`config.mk`:
```
export PLATFORM = sky130hd
export DESIGN_NAME = regfile_mp_scoreboard
export DESIGN_NICKNAME = d
export VERILOG_FILES = /design/src/rtl/regfile_mp_scoreboard.sv
export SDC_FILE = /design/constraint.sdc
export NUM_CORES = 2
export LEC_CHECK = 0
export ABC_CLOCK_PERIOD_IN_PS = 3250
export BUFFER_PORTS_ARGS = -buffer_cell sky130_fd_sc_hd__buf_2
export CAP_MARGIN = 20
export CORE_MARGIN = 2
export CORE_UTILIZATION = 55
export DETAILED_ROUTE_END_ITERATION = 6
export PLACE_DENSITY = 0.73
export SYNTH_ARGS = -nofsm -noshare
export SYNTH_HDL_FRONTEND = slang
export SYNTH_SLANG_ARGS = --single-unit
```
`constraint.sdc`:
```
create_clock -name i_clk -period 3.25 [get_ports i_clk]
set_clock_uncertainty 0.15 [all_clocks]
set_input_delay 0.65 -clock i_clk [delete_from_list [all_inputs] [get_ports i_clk]]
set_output_delay 0.65 -clock i_clk [all_outputs]
set_load 0.05 [all_outputs]
```
`src/rtl/regfile_mp_scoreboard.sv`:
```
// Multi-read-port register file with optional WB-to-ID bypass and a per-register
// pending-write scoreboard. Register 0 reads as zero and is never busy.
module regfile_mp_scoreboard #(
  parameter int unsigned N      = 32,
  parameter int unsigned DEPTH  = 32,
  parameter int unsigned NUM_RD = 2,
  parameter int unsigned BYPASS = 1,
  localparam int unsigned ADDR_W = $clog2(DEPTH)
) (
  input  logic                     i_clk,
  input  logic                     i_rst_n,
  input  logic [NUM_RD*ADDR_W-1:0] i_read_reg,
  output logic [NUM_RD*N-1:0]      o_read_data,
  output logic [NUM_RD-1:0]        o_read_busy,
  input  logic                     i_reg_write,
  input  logic [ADDR_W-1:0]        i_write_reg,
  input  logic [N-1:0]             i_write_data,
  input  logic                     i_issue_valid,
  input  logic [ADDR_W-1:0]        i_issue_reg,
  input  logic                     i_flush,
  output logic                     o_any_busy
);

  logic [N-1:0]     w_regs [DEPTH];
  logic [DEPTH-1:0] w_pend;
  logic [DEPTH-1:0] w_pend_d;
  logic [DEPTH-1:0] w_wr_dec;
  logic [DEPTH-1:0] w_iss_dec;

  // Register 0 is excluded from both decoders, so it never stores or goes busy.
  always_comb begin
    w_wr_dec  = '0;
    w_iss_dec = '0;
    for (int r = 1; r < int'(DEPTH); r++) begin
      w_wr_dec[r]  = i_reg_write && (i_write_reg == ADDR_W'(r));
      w_iss_dec[r] = i_issue_valid && (i_issue_reg == ADDR_W'(r));
    end
  end

  // Flush beats issue; issue beats a same-cycle writeback clear.
  always_comb begin
    w_pend_d = w_pend;
    if (i_flush) begin
      w_pend_d = '0;
    end else begin
      for (int r = 1; r < int'(DEPTH); r++) begin
        if (w_iss_dec[r]) begin
          w_pend_d[r] = 1'b1;
        end else if (w_wr_dec[r]) begin
          w_pend_d[r] = 1'b0;
        end
      end
    end
  end

  assign w_regs[0] = '0;
  assign w_pend[0] = 1'b0;

  for (genvar g = 1; g < int'(DEPTH); g++) begin : g_reg
    logic [N-1:0] r_data;
    logic         r_pend;

    always_ff @(posedge i_clk or negedge i_rst_n) begin
      if (!i_rst_n) begin
        r_data <= '0;
        r_pend <= 1'b0;
      end else begin
        if (w_wr_dec[g]) begin
          r_data <= i_write_data;
        end
        r_pend <= w_pend_d[g];
      end
    end

    assign w_regs[g] = r_data;
    assign w_pend[g] = r_pend;
  end

  for (genvar k = 0; k < int'(NUM_RD); k++) begin : g_port
    logic [ADDR_W-1:0] w_addr;
    logic              w_hit;

    assign w_addr = i_read_reg[k*ADDR_W +: ADDR_W];
    // Reset gates the bypass so outputs stay zero while reset is held.
    assign w_hit  = (BYPASS != 0) && i_rst_n && i_reg_write &&
                    (i_write_reg == w_addr) && (w_addr != '0);

    assign o_read_data[k*N +: N] = w_hit ? i_write_data : w_regs[w_addr];
    assign o_read_busy[k]        = w_hit ? 1'b0 : w_pend[w_addr];
  end

  assign o_any_busy = |w_pend;

endmodule

```
==> run summary <==
Routed Antenna Nets = 0
Iter 0 DRT Violations = 5722
Post-Syn Nets = 4007
period utilisation layout = 1.10
element type at the critical path end = output pin
total track usage = 0.377
fraction of registers with async set or reset after synthesis = 1.00
Switching Share = 0.290
I/O Buffers = 123
DP HPWL = 112000 um
Slew HR = 0.204
slowest cell on the critical path = or4_4
Initial DRT Pass Iterations = 6
clk sinks = 1023
area delta synth->final = 26.4%
Via-to-Cell Ratio = 7.10
Area after DPL = 61900 um2
Final Hold Vio Count = 0
post-synth top area cell = dfrtp_1
Boundary Pins = 124
Critical Path RT = 2.45 ns
fill cell count = 6227
TritonCTS buffer count = 110
switching pwr = 11.7 mW
height of the die = 322 um
Power Dens Cells = 573 nW/um2
gpl congestion = 0.889
share of cells above drive strength 1 = 0.590
Slew @ Worst Pin = 1.19 ns
delay-heaviest family, CP = buffers and inverters
sequential element share of the synthesized area = 0.459
outcome = finished, violations left
hold slack = 0.0696 ns
number of max-cap violations = 0
worst setup margin = -0.317 ns
LEAKAGE = 30.6 nW
Max Clk Rate = 0.280 GHz
CORE AREA = 100000 um2
peak supply drop = 0.000441 V
ys flop type = dfrtp_1
Syn Inst Count = 3950
TritonCTS clock tree = done
initial antenna violation count = 6
failing checks = setup timing
first-pass GRT wire length = 286000 um
EDFF count, synth = 0
post-synthesis cell area = 55800 um2
final wirelength = 196000 um
crit-path max cell delay = 0.54 ns
crit path cell chain = buf_6 -> or4_4 -> a21oi_4 -> nor4_4 -> buf_6 -> buf_12 -> buf_12 -> buf_6 -> o31ai_4 -> buf_12
crit path DAT = 2.77 ns
Power Internal = 28.7 mW
critical path class = in -> out
count of warnings emitted by yosys = 0
mean area per synthesized cell = 14.1 um2
clock root cell = clkbuf_16
Final Instance Area = 70500 um2
Via Count = 41100
Die ar. = 104000 um2
flop-to-flop setup slack = 2.09 ns
DR DRC count = 0
grt ovf = 0
CP bufs+invs = 6
combinational fraction of design power = 0.250
Max Slew Vio Count = 0
post-synthesis register bit count = 1023
sequential power share = 0.422
Die X = 322 um
largest net degree at the start of global routing = 174
vias in the first global route = 42200
count of cell types in the netlist = 57
# rows = 116
clk_lat worst skew = 0.71 ns
Final setup viols = 64
WL per Instance = 33.8 um
cells taking the most area after synthesis = dfrtp_1 (46%), mux2_2 (20%), mux4_2 (17%), mux2i_1 (2.6%), a221oi_1 (1.6%)
CP Max Fanout = 7
# nets final = 4399
most common cell in the netlist = dfrtp_1
RSZ-0062 raised after global routing = yes
worst flop-to-flop path startpoint = g_reg[31].r_data[23]$_DFFE_PN0P_
fin crit period = 3.57 ns
Synth top cells by count = dfrtp_1 (1023), mux2_2 (993), mux4_2 (422)
CTS clk-pin slew, worst paths = 0.06 ns
Crit. Startpoint = i_write_reg[1]
clock share of power = 0.328
Initial Util = 0.556
Max H-tree Level = 3
top-area cell type share of the netlist area = 0.459
maximum clock path buffer count = 3
Hold Path Class = in -> async
critical path startpoint category = input port
-- stage by stage --
step / instances / total power, mW / worst slack, ns / setup TNS (ns) / util
after floorplan: 3950 / 22.9 / -0.165 / -0.589 / -
after global routing: 5792 / 41.7 / -0.286 / -9.92 / 0.703
after detailed placement: 5407 / 25.8 / -0.534 / -21.54 / 0.618
after global placement: 5407 / 25.4 / -0.550 / -21.54 / 0.618
final: 5793 / 40.4 / -0.317 / -9.64 / 0.703
after CTS: 5753 / 39.9 / -0.206 / -6.61 / 0.694
-- area by class of cell --
cell class | instances | area, um2 | area share
Tap cell | 1357 | 1700 | 0.0241
Antenna cell | 2 | 5.00 | 0.0000710
Timing Repair Buffer | 708 | 8590 | 0.122
Multi-Input combinational cell | 2496 | 30800 | 0.437
Inverter | 3 | 12.5 | 0.000177
Clock inverter | 38 | 514 | 0.00729
Clock buffer | 166 | 3290 | 0.0467
Sequential cell | 1023 | 25600 | 0.363
-- power by group through the flow --
stage / sequential, mW / combinational (mW) / clock [mW]
5_1_grt: 17.3 / 10.6 / 13.8
4_1_cts: 16.9 / 9.73 / 13.3
6_report: 17.0 / 10.1 / 13.2
3_3_place_gp: 17.0 / 8.47 / 0
3_5_place_dp: 17.2 / 8.67 / 0
2_1_floorplan: 16.5 / 6.46 / 0
-- registers in the layout, summed over array words and instances, names as in the netlist --
register and count:
g.r_pend 31, g.r_data 992
-- worst paths after layout --
path,end,cells after the start
max,o_read_data[47],10
min,g_reg[2].r_data[21]$_DFFE_PN0P_,3
max reg2reg,g_reg[31].r_data[23]$_DFFE_PN0P_,3
min reg2reg,g_reg[20].r_data[15]$_DFFE_PN0P_,1
max in group asynchronous,g_reg[3].r_data[17]$_DFFE_PN0P_,4
min in group i_clk,g_reg[19].r_pend$_DFFE_PN0P_,3
-- cells by family (layout without fill, tap and decap cells) --
| family | count (synthesis) | in the layout | share of synthesized area |
|---|---|---|---|
| multiplexers | 1625 | 1625 | 0.410 |
| flip-flops | 1023 | 1023 | 0.459 |
| AND/OR/NAND/NOR | 472 | 472 | 0.0410 |
| buffers and inverters | 431 | 915 | 0.0355 |
| AO/OA/AOI/OAI | 391 | 391 | 0.0531 |
| XOR/XNOR | 8 | 8 | 0.00126 |
| other | 0 | 2 | 0 |
-- layout by cell type (no fill, tap or decap), drive strengths merged, types with 9 or more instances in the layout --
master     n
a211oi    32
a21o      13
a21oi     24
a221o     30
a221oi   105
a22oi     12
a31oi      9
a41oi     13
buf      694
bufinv    10
clkbuf   174
clkinv    24
dfrtp   1023
mux2    1056
mux2i    147
mux4     422
nand2    195
nand2b    14
nand3     17
nor2      97
nor2b     25
nor3      69
nor3b     26
nor4      10
o211ai    13
o21ai     55
o22ai     37
o41ai     17
-- worst min-delay path, stage by stage --
cell and delay (ns):
buf_8 0.12, buf_4 0.15, buf_12 0.42
-- per-layer routing --
layer | wire, um | track usage
met1 | 73700 | 0.516
met2 | 86600 | 0.552
met3 | 23100 | 0.106
met4 | 12300 | 0.199
met5 | 84 | 0
-- what timing repair did --
action	in CTS	in global routing
pin swaps	105	97
endpoints found under the setup margin	66	66
setup buffers	125	45
hold buffers	0	0
cloned	25	6
resized for setup	420	154
Note: power is estimated with default switching activity, not from simulation.
